File: src/rtl/rf_wb_arbiter.sv
// rf_wb_arbiter: shares the single register-file write port between the
// pipeline WB stage (always wins) and a small FIFO of multi-cycle unit (MDU)
// results, and keeps a busy scoreboard so decode stalls on pending MDU writes.
// Optional feature: define RF_WB_ARB_BYPASS_EN to let an accepted MDU result
// write the register file in its acceptance cycle when the FIFO is empty and
// WB is idle.
module rf_wb_arbiter #(
    parameter int DEPTH = 2
) (
    input  logic                     clk,
    input  logic                     rst,
    input  logic                     wb_we,
    input  logic [4:0]               wb_rd,
    input  logic [31:0]              wb_wd,
    input  logic                     mdu_valid,
    input  logic [4:0]               mdu_rd,
    input  logic [31:0]              mdu_wd,
    output logic                     mdu_ready,
    input  logic                     iss_valid,
    input  logic [4:0]               iss_rd,
    input  logic                     dec_valid,
    input  logic [4:0]               dec_rs1,
    input  logic [4:0]               dec_rs2,
    input  logic [4:0]               dec_rd,
    output logic                     stall,
    output logic                     rf_we,
    output logic [4:0]               rf_a3,
    output logic [31:0]              rf_wd,
    output logic [$clog2(DEPTH):0]   buf_cnt
);

    localparam int PW = $clog2(DEPTH);
    localparam int CW = PW + 1;

    logic [4:0]    buf_rd [DEPTH];
    logic [31:0]   buf_wd [DEPTH];
    logic [PW-1:0] rd_ptr;
    logic [PW-1:0] wr_ptr;
    logic [CW-1:0] cnt;
    // bit 0 exists only to keep indexing uniform; it is forced to zero
    logic [31:0]   busy;
    logic [31:0]   busy_next;

    logic          wb_write;
    logic          buf_empty;
    logic          buf_full;
    logic          pop;
    logic          accept;
    logic          keep;
    logic          bypass;
    logic          push;
    logic          ret_valid;
    logic [4:0]    ret_rd;
    logic [31:0]   ret_mask;
    logic [31:0]   set_mask;
    logic [31:0]   busy_eff;

    // Arbitration, FIFO handshake and retirement decode
    always_comb begin
        wb_write  = wb_we & (wb_rd != 5'd0);
        buf_empty = (cnt == '0);
        buf_full  = (cnt == CW'(DEPTH));
        pop       = ~rst & ~wb_write & ~buf_empty;
        // while in reset the unit is told it may offer; offers are dropped
        mdu_ready = rst | ~buf_full | pop;
        accept    = mdu_valid & mdu_ready & ~rst;
        keep      = accept & (mdu_rd != 5'd0);
`ifdef RF_WB_ARB_BYPASS_EN
        bypass    = keep & buf_empty & ~wb_write;
`else
        bypass    = 1'b0;
`endif
        push      = keep & ~bypass;
        ret_valid = pop | bypass;
        ret_rd    = pop ? buf_rd[rd_ptr] : mdu_rd;
        ret_mask  = ret_valid ? (32'd1 << ret_rd) : 32'd0;
        set_mask  = (iss_valid & (iss_rd != 5'd0)) ? (32'd1 << iss_rd) : 32'd0;
        // issue sets after retire clears, so a same-cycle reissue stays busy
        busy_next = ((busy & ~ret_mask) | set_mask) & ~32'd1;
    end

    // Register-file write port mux: WB, then FIFO head, then direct bypass
    always_comb begin
        rf_we = 1'b0;
        rf_a3 = 5'd0;
        rf_wd = 32'd0;
        if (!rst) begin
            if (wb_write) begin
                rf_we = 1'b1;
                rf_a3 = wb_rd;
                rf_wd = wb_wd;
            end else if (pop) begin
                rf_we = 1'b1;
                rf_a3 = buf_rd[rd_ptr];
                rf_wd = buf_wd[rd_ptr];
            end else if (bypass) begin
                rf_we = 1'b1;
                rf_a3 = mdu_rd;
                rf_wd = mdu_wd;
            end
        end
    end

    // Decode hazard check; a register retiring now is forwarded by the RF
    always_comb begin
        busy_eff = busy & ~ret_mask;
        stall    = 1'b0;
        if (dec_valid && !rst) begin
            stall = busy_eff[dec_rs1] | busy_eff[dec_rs2] | busy_eff[dec_rd];
        end
    end

    // Pointer, occupancy and scoreboard state
    always_ff @(posedge clk) begin
        if (rst) begin
            rd_ptr <= '0;
            wr_ptr <= '0;
            cnt    <= '0;
            busy   <= '0;
        end else begin
            if (push) begin
                wr_ptr <= wr_ptr + 1'b1;
            end
            if (pop) begin
                rd_ptr <= rd_ptr + 1'b1;
            end
            cnt  <= cnt + CW'(push) - CW'(pop);
            busy <= busy_next;
        end
    end

    // FIFO payload storage; contents are don't-care until pushed
    always_ff @(posedge clk) begin
        if (push) begin
            buf_rd[wr_ptr] <= mdu_rd;
            buf_wd[wr_ptr] <= mdu_wd;
        end
    end

    assign buf_cnt = cnt;

endmodule

File: config.mk
export PLATFORM = sky130hd
export DESIGN_NAME = rf_wb_arbiter
export DESIGN_NICKNAME = d
export VERILOG_FILES = /design/src/rtl/rf_wb_arbiter.sv
export SDC_FILE = /design/constraint.sdc
export NUM_CORES = 1
export LEC_CHECK = 0
export ABC_CLOCK_PERIOD_IN_PS = 4750
export CAP_MARGIN = 20
export CORE_MARGIN = 5
export CORE_UTILIZATION = 46
export DETAILED_ROUTE_END_ITERATION = 10
export PLACE_DENSITY = 0.74
export SLEW_MARGIN = 25
export SYNTH_ARGS = -nofsm -noshare
export SYNTH_HDL_FRONTEND = slang
export SYNTH_SLANG_ARGS = --single-unit
File: constraint.sdc
create_clock -name clk -period 4.75 [get_ports clk]
set_input_delay 0.7125 -clock clk [delete_from_list [all_inputs] [get_ports clk]]
set_output_delay 0.7125 -clock clk [all_outputs]
set_load 0.005 [all_outputs]
======== Word level (Yosys, flattened, before mapping) ========
Memories as Yosys holds them, arrays and structs flattened. A register that Yosys moved wholly into a read port is not among the register bits.
Index checks and enable logic that the tools add are counted.
operators by class
  $add $sub $neg .......................... 4
  magnitude comparators ................... 3
  equality and inequality tests ........... 1
  shifts and indexed selects .............. 2
  multiplexer cells ....................... 25
  bitwise operators ....................... 18
  reductions and logical operators ........ 6
operator list
  operator                                                                      count
  32-bit two-way mux                                                            5
  1-bit by 5-bit << shifter with 32-bit output, first input constant            2
  32-bit bitwise AND                                                            1
  32-bit inverter                                                               1
  32-bit OR                                                                     1
  5-bit two-way mux                                                             4
  5-bit by 6-bit less-than comparator with 1-bit output, second input constant  3
  1-bit binary-select mux with 5-bit select                                     3
  5-bit nonzero test                                                            3
  1-bit two-way mux                                                             13
  1-bit bitwise AND                                                             7
  1-bit inverter                                                                4
  1-bit OR                                                                      4
  1-bit adder, second input constant                                            2
  2-bit by 1-bit adder with 2-bit output                                        1
  2-bit == test, second input constant                                          1
  2-bit zero test                                                               1
  2-bit by 1-bit subtractor with 2-bit output                                   1
  1-bit logical AND                                                             1
  1-bit zero test                                                               1
word-level totals
  bits in registers ....................... 36
  memory bits (writable) .................. 74
  input bits .............................. 100
  output and inout bits ................... 42
  word-level logic and storage cells ...... 66
  memories kept ........................... 2
memory list
  memory  words  bits a word  rd ports  clocked after Yosys merged registers in  wr ports  RTL line  RTL
  buf_wd  2      32           1         1                                        1         36        logic [31:0] buf_wd [DEPTH];
  buf_rd  2      5            1         1                                        1         35        logic [4:0] buf_rd [DEPTH];

======== Logic depth before layout (Yosys ltp) ========
Gate-level depths: netlist of run 1.
  depth in word-level cells ............... 15
  depth in mapped cells ................... 12
  mapped depth without buffers ............ 9

======== Worst setup path before layout of run 1 ========
No wires, ideal clock.
  path kind ............................... input to register
  start point ............................. input port wb_rd[3]
  end point ............................... memory buf_rd[0][0], enable pin
  library setup time ...................... 0.436 ns
  arrival ................................. 3.641 ns
  required time ........................... 4.314 ns
  setup slack ............................. 0.673 ns
  cell stages on the path ................. 6
  buffers on the path ..................... 0
  cell sequence ........................... or3_1 > o31ai_1 > nor2_1 > nand3_1 > and4b_1 > nor2b_1
between the ends
  cells in the longest elaborated chain, start to end .. 11
RTL lines
  item                                     RTL line  RTL
  start, declared                          13        input logic [4:0] wb_rd,
  5-bit nonzero test                       60        wb_write = wb_we & (wb_rd != 5'd0);
  1-bit bitwise AND                        60
  1-bit inverter                           63        pop = ~rst & ~wb_write & ~buf_empty;
  1-bit bitwise AND (2 in series)          63
  1-bit OR                                 65        mdu_ready = rst | ~buf_full | pop;
  via mdu_ready                            18        output logic mdu_ready,
  1-bit bitwise AND (2 in series)          66        accept = mdu_valid & mdu_ready & ~rst;
  1-bit bitwise AND                        67        keep = accept & (mdu_rd != 5'd0);
  via keep                                 49        logic keep;
  1-bit two-way mux                        134       if (push) begin
  1-bit two-way mux (implied by the code)  135       buf_rd[wr_ptr] <= mdu_rd;
  end, declared                            35
The timed path passes the listed nets, and every way through them passes these cells.

======== Worst setup path in the final report of run 1 ========
  start point ............................. input port wb_rd[3]
  end point ............................... output port stall
between the ends
  cells in the longest elaborated chain, start to end .. 15
  elaborated cells between the ends (all ways) .. 19
  classes of those cells .................. shift: 1; mux: 9; bitwise: 8; reduce/logical: 1
RTL lines
  item                                          RTL line  RTL
  5-bit nonzero test *                          60
  1-bit bitwise AND *                           60
  1-bit inverter *                              63
  1-bit bitwise AND * (2 in series)             63
  5-bit two-way mux                             75        ret_rd = pop ? buf_rd[rd_ptr] : mdu_rd;
  1-bit by 5-bit << shifter with 32-bit output  76        ret_mask = ret_valid ? (32'd1 << ret_rd) : 32'd0;
  32-bit two-way mux *                          76
  32-bit inverter *                             106       busy_eff = busy & ~ret_mask;
  32-bit bitwise AND *                          106
  1-bit binary-select mux with 5-bit select     109       stall = busy_eff[dec_rs1] | busy_eff[dec_rs2] | busy_eff[dec_rd];
  1-bit two-way mux (implied by the code)       109
  1-bit OR                                      109
  1-bit OR *                                    109
  1-bit two-way mux *                           108       if (dec_valid && !rst) begin
  end, declared                                 25        output logic stall,
Every way passes the cells marked *; elsewhere a longest branch is shown, timed or not. The select of a mux whose other input is x is not followed.

==> results.md, run 1 <==
- HP Start: busy[2]
- P per Cell Area: 271 nW/µm²
- Reg-to-Reg End: busy[5]
- Register area share after synthesis: 0.475
- Yosys Warn Count: 0
- Initial DRC Count: 543
- Fillers: 1147
- Root Driver: clkbuf_16
- CTS Sinks: 110
- RSZ-0062 raised after global routing: no
- Drt drc: 0
- Required time of the critical path: between 4 and 5 ns
- WHS Endpoint: busy[2]
- Post-synth top flop: edfxtp_1
- Input/output buffers: 141
- Row Count: 42
- Synthesized netlist cell count: just over 600
- Syn nets: 717
- Initial Utilization: 0.468
- Worst reg-to-reg path cell count: 5
- Worst Setup Start Kind: input port
- Nets: approximately 860
- Min cycle time layout: around 4.7 ns
- Grt ovf: 0
- Commonest cells after routing, fill and taps aside: clkdlybuf4s50_1, nand2_1, edfxtp_1
- Setup bufs post-CTS: 0
- Clk_lat worst skew: 0.36 ns
- Slew headroom: 0.472
- Area growth syn-to-layout: 32.2%
- Post-synthesis cell area: 6200 µm²
- CTS tree: done
- Status: finished, final reports clean
- Pleak: 2.69 nW
- Setup violations, final: 0
- Final period utilization: 0.981
- Peak VDD IR: 0.222 mV
- Fin. Hold Viols: 0
- Clock Path Buffers: 2
- Flip-flop and latch area: 2950 µm²
- N_diodes: 0
- Total GRT Usage: 0.243
- Hold Crit Class: flip-flop to flip-flop
- Number of enable flip-flop cells after synthesis: 74
- WL per Instance: 21.0 µm
- DR vias: 5604
- CTS Buf Count: 9
- Syn_area_per_cell: roughly 10 µm²
- Die Span Y: 126 µm
- Async SR Flop Fraction: 0
- CP Capture Type: primary output
- IO Pins: 142
- Core area: about 13000 µm²
- Layout cells sized above 1: 0.109
- Synth cell types: 73
- Worst R2R Setup Slack: about 2.5 ns
- Setup Crit Path Kind: input port to primary output
- Arr. time, crit path: 3.95 ns
- CTS H-tree lvls: 3
- Vias in the first global route: 5515
- Setup_tns: 0 ns
- Worst-path clk slew: 0.07 ns
- CP max FO: 15
- Clk_skew: approximately 0.0068 ns
- Fmax: 0.215 GHz
- Post-route cell area: 8190 µm²
- Die Width: 126 µm
- Vias per cell: 6.00
- Post-detailed-placement cell area: just under 8000 µm²
- Worst-margin pin slew: 0.789 ns
- Synth Register Bits: 110
- Most common cell after layout, fill and taps aside: clkdlybuf4s50_1
- Post-DP HPWL: 15.1 mm
- Post-route ant nets: 0
- Placer congestion estimate: 0.974
- Max Cap Viol: 0
- Full die area: approximately 16000 µm²
- DR pass1 iterations: 6
- Fin. max-slew vios: 0
- Antenna violations before repair: 0
- First-pass GRT wire length: 30.5 mm
- Largest net degree at the start of global routing: 44
- Area of the multi-input gates: ~3000 µm²
- Hold depth: 2
- Detailed Route WL: just under 20 mm
[critical path, stage by stage]
cell             delay [ns]
clkdlybuf4s50_1        0.48
o31ai_4                0.30
nand3_2                0.21
buf_12                 0.22
o31ai_1                0.44
buf_4                  0.23
mux2i_1                0.07
a2bb2oi_1              0.17
o211ai_1               0.17
a221oi_2               0.34
a311oi_1               0.14
clkdlybuf4s50_1        0.47
[where the power goes]
group	internal [mW]	total, mW	switching [mW]
sequential	1.05	1.08	0.0215
combinational	0.200	0.405	0.205
clock	0.368	0.741	0.373
[cells in the mapped netlist (all sizes together), types with 3 or more instances]
master / number / area share
o31ai: 31 / 0.050
inv: 14 / 0.0085
o2111ai: 5 / 0.0071
nand2: 90 / 0.055
xnor2: 3 / 0.0042
clkbuf: 29 / 0.018
nor2: 37 / 0.022
nor2b: 10 / 0.010
a21oi: 39 / 0.033
nor4: 5 / 0.0050
edfxtp: 74 / 0.36
nor3b: 6 / 0.0081
a31oi: 7 / 0.010
and3b: 3 / 0.0042
a22oi: 3 / 0.0053
a32oi: 3 / 0.0067
o21ai: 43 / 0.035
buf: 14 / 0.016
nand3: 11 / 0.0097
o311ai: 11 / 0.016
nand4: 4 / 0.0040
nor3: 12 / 0.011
dfxtp: 36 / 0.12
o211ai: 7 / 0.0085
nand2b: 12 / 0.012
a211oi: 8 / 0.0097
mux2i: 55 / 0.089
mux2: 3 / 0.0055
and2: 3 / 0.0030
o22ai: 3 / 0.0030
[final cells by class]
class / count / share of cell area
clock inverter: 7 / 0.00825
sequential: 110 / 0.360
inverter: 15 / 0.00687
tap: 176 / 0.0269
multi-input combinational: 447 / 0.368
clock buffer: 9 / 0.0275
timing repair buffer: 170 / 0.203
[timing repair]
item	4_1_cts	5_1_grt
endpoints found under the setup margin	0	1
hold endpoints to repair	0	0
hold buffers	0	0
gates resized for setup	0	4
[logic make-up after synthesis]
kind of cell,after synthesis,share of synthesized area
adder cells (fa/ha/maj),2,0.00404
buffers and inverters,58,0.0430
AO/OA/AOI/OAI,179,0.216
AND/OR/NAND/NOR,203,0.158
flip-flops,110,0.475
multiplexers,59,0.0985
XOR/XNOR,4,0.00566
[registers in the layout (all words and copies together) (netlist names), named ones only]
register	cells
rd_ptr	1
wr_ptr	1
buf_rd	10
buf_wd	64
buf_cnt	2
busy	31
[how the worst max path moves through the flow]
stage	startpoint	end	slack, ns
floorplan	wb_rd[3]	buf_rd[0][0]	0.67
global placement	wb_rd[3]	stall	0.12
detailed placement	wb_rd[3]	stall	0.13
CTS	flip-flop	stall	0.11
global route	wb_rd[3]	stall	0.02
finish	wb_rd[3]	stall	0.09
[routing by layer]
layer  vias up  wire length, µm  share of wire  global-route usage
li1       2607                -              -                   -
met1      2691             8220           0.42               0.329
met2       270             9280           0.47               0.387
met3        36             1630          0.083              0.0546
met4         0              487          0.025              0.0839
met5         -                0              0                   0
[through the flow]
step / setup slack (ns) / power, mW / hold WS, ns / cells / utilization
6_report: 0.0914 / 2.22 / 0.512 / 934 / 0.619
5_1_grt: 0.0166 / 2.31 / 0.543 / 934 / 0.619
4_1_cts: 0.113 / 2.24 / 0.504 / 934 / 0.617
3_3_place_gp: 0.123 / 1.49 / 0.478 / 918 / 0.595
3_5_place_dp: 0.128 / 1.50 / 0.487 / 918 / 0.595
2_1_floorplan: 0.673 / 1.28 / 0.456 / 615 / -
No activity file was read; power rests on OpenSTA's default activity.
==> inputs of run 2 (changes only) <==
Settings changed: CORE_ASPECT_RATIO set to 1.75, CTS_CLUSTER_DIAMETER set to 50.
==> results.md, run 2 (synthesis results as in run 1) <==
- DR vias: 5565 (was 5604)
- Worst slack, placed: 0.159 ns (was 0.128 ns)
- Detailed Route WL: 20.1 mm (was 19.6 mm)
- CP Capture Type: primary output (unchanged)
- First-pass GRT wire length: 30.9 mm (was 30.5 mm)
- Vias per cell: 5.99 (was 6.00)
- WHS Endpoint: busy[7] (was busy[2])
- CP delay by family, top: compound AO/OA/AOI/OAI gates (unchanged)
- CTS Sinks: 110 (unchanged)
- Clk_lat worst skew: 0.35 ns (was 0.36 ns)
- Post-route ant nets: 0 (unchanged)
- CP max FO: 49 (was 15)
- Largest register FFs: 64 (unchanged)
- Vias in the first global route: 5767 (was 5515)
- Root Driver: clkbuf_16 (unchanged)
- Worst-margin pin slew: 0.804 ns (was 0.789 ns)
- Setup bufs post-CTS: 0 (unchanged)
- P per Cell Area: 273 nW/µm² (was 271 nW/µm²)
- Setup violations, final: 0 (unchanged)
- Worst-path clk slew: 0.08 ns (was 0.07 ns)
- CP startpoint: wb_rd[3] (unchanged)
- Min cycle time layout: 4.54 ns (was 4.66 ns)
- DR pass1 iterations: 5 (was 6)
- CTS H-tree lvls: 3 (unchanged)
- Setup Crit Path Kind: input port to primary output (unchanged)
- Hold Crit Class: flip-flop to flip-flop (unchanged)
- Clock Path Buffers: 2 (unchanged)
- Worst R2R Setup Slack: 2.44 ns (was 2.49 ns)
- Clk_skew: 0.00641 ns (was 0.00678 ns)
- Drt drc: 0 (unchanged)
- Max Cap Viol: 0 (unchanged)
- Area growth syn-to-layout: 31.6% (was 32.2%)
- Fin. Hold Viols: 0 (unchanged)
- Slowest stage delay, CP: 0.48 ns (about the same)
- Most common cell after layout, fill and taps aside: clkdlybuf4s50_1 (unchanged)
- Die Width: 97.7 µm (was 126 µm)
- Fmax: 0.220 GHz (was 0.215 GHz)
- Largest net degree at the start of global routing: 50 (was 44)
- Fin. max-slew vios: 0 (unchanged)
- Worst Path Buf+Inv: 3 (was 4)
- IO Pins: 142 (unchanged)
- Final period utilization: 0.957 (was 0.981)
- Worst path slowest cell: clkdlybuf4s50_1 (unchanged)
- Reg-to-Reg End: busy[11] (was busy[5])
- Peak VDD IR: 0.249 mV (was 0.222 mV)
- Input/output buffers: 141 (unchanged)
- CTS tree: done (unchanged)
- Hold Buf Count CTS: 0 (unchanged)
- Post-DP HPWL: 15.7 mm (was 15.1 mm)
- Antenna violations before repair: 0 (unchanged)
- Setup_tns: 0 ns (unchanged)
- CTS Buf Count: 9 (unchanged)
- Initial Utilization: 0.465 (was 0.468)
- Largest registers: buf_wd x64, busy x31, buf_rd x10 (unchanged)
- Placer congestion estimate: 1.01 (was 0.974)
- Biggest register: buf_wd (unchanged)
- Arr. time, crit path: 3.83 ns (was 3.95 ns)
- Pleak: 2.67 nW (was 2.69 nW)
- Worst reg-to-reg path cell count: 5 (unchanged)
- Nets: 852 (was 855)
- WL per Instance: 21.7 µm (was 21.0 µm)
- Cell mode on critical path: clkdlybuf4s50_1 (unchanged)
- RSZ-0062 raised after global routing: no (unchanged)
- HP Start: busy[7] (was busy[2])
- Total power: 2.23 mW (was 2.22 mW)
- Initial DRC Count: 339 (was 543)
- CP Cell Sequence: clkdlybuf4s50_1 -> o31ai_4 -> nand3_2 -> buf_12 -> o31ai_2 -> mux2i_1 -> o311ai_1 -> o211ai_1 -> a221oi_2 -> a311oi_1 -> clkdlybuf4s50_1 (was clkdlybuf4s50_1 -> o31ai_4 -> nand3_2 -> buf_12 -> o31ai_1 -> buf_4 -> mux2i_1 -> a2bb2oi_1 -> o211ai_1 -> a221oi_2 -> a311oi_1 -> clkdlybuf4s50_1)
- Worst Setup Start Kind: input port (unchanged)
- Required time of the critical path: 4.04 ns (about the same)
- Commonest cells after routing, fill and taps aside: clkdlybuf4s50_1, nand2_1, edfxtp_1 (unchanged)
- Grt ovf: 0 (unchanged)
- Die Span Y: 164 µm (was 126 µm)
- Core area: 13300 µm² (was 13200 µm²)
- Layout cells sized above 1: 0.106 (was 0.109)
- Hold depth: 2 (unchanged)
- Total GRT Usage: 0.250 (was 0.243)
- Row Count: 56 (was 42)
- Slew headroom: 0.463 (was 0.472)
- Final WS setup: 0.206 ns (was 0.0914 ns)
- Full die area: 16000 µm² (was 15900 µm²)
- Status: finished, final reports clean (unchanged)
- N_diodes: 0 (unchanged)
-- run 2: worst register-to-register path, delay by kind of cell (launching register included) --
family,cells,cell delay [ns]
flip-flops,1,0.71
AO/OA/AOI/OAI,3,0.72
buffers and inverters,2,0.76
-- run 2: worst max path at each step --
stage	to	slack, ns	cells past startpoint
final	stall	0.21	11
after global placement	stall	0.26	11
after global routing	stall	0.04	9
after floorplan	buf_rd[0][0]	0.67	6
after CTS	stall	0.12	9
after detailed placement	stall	0.16	11
-- run 2: metrics by stage --
step           hold slack (ns)  cell area (µm²)   util  instances
6_report                 0.497             8160  0.613        929
3_3_place_gp             0.473             7850  0.589        913
4_1_cts                  0.496             8150  0.612        929
3_5_place_dp             0.485             7850  0.589        913
5_1_grt                  0.536             8160  0.613        929
2_1_floorplan            0.456             6200      -        615
-- run 2: timing repair --
action                                  in CTS  in global routing
endpoints found under the setup margin       0                  1
resized for setup                            0                  2
endpoints found under the hold margin        0                  0
-- run 2: metal layers --
layer	global-route usage	vias to the layer above	part of all wire
met2	0.463	283	0.52
met5	0	-	0
li1	-	2593	-
met3	0.0551	77	0.073
met1	0.250	2612	0.34
met4	0.153	0	0.066
-- run 2: cell type report --
class	count	area, µm²
well taps	174	218
multi-input cells	447	3010
flip-flops and latches	110	2940
fillers	1119	5160
clock inverters	7	72.6
inverters	15	56.3
repair buffers	167	1630
clock buffers	9	225
-- run 2: power breakdown --
part	total [mW]	internal (mW)	switching, mW
Combinational	0.408	0.199	0.209
Sequential	1.08	1.05	0.0228
Clock	0.743	0.373	0.370
Total	2.23	1.63	0.602
==> inputs of run 3 (changes only) <==
Settings changed: CTS_BUF_LIST set to sky130_fd_sc_hd__clkbuf_16.
==> results of run 3 <==
No change in the layout: final DEF, timing and power equal those of run 2.
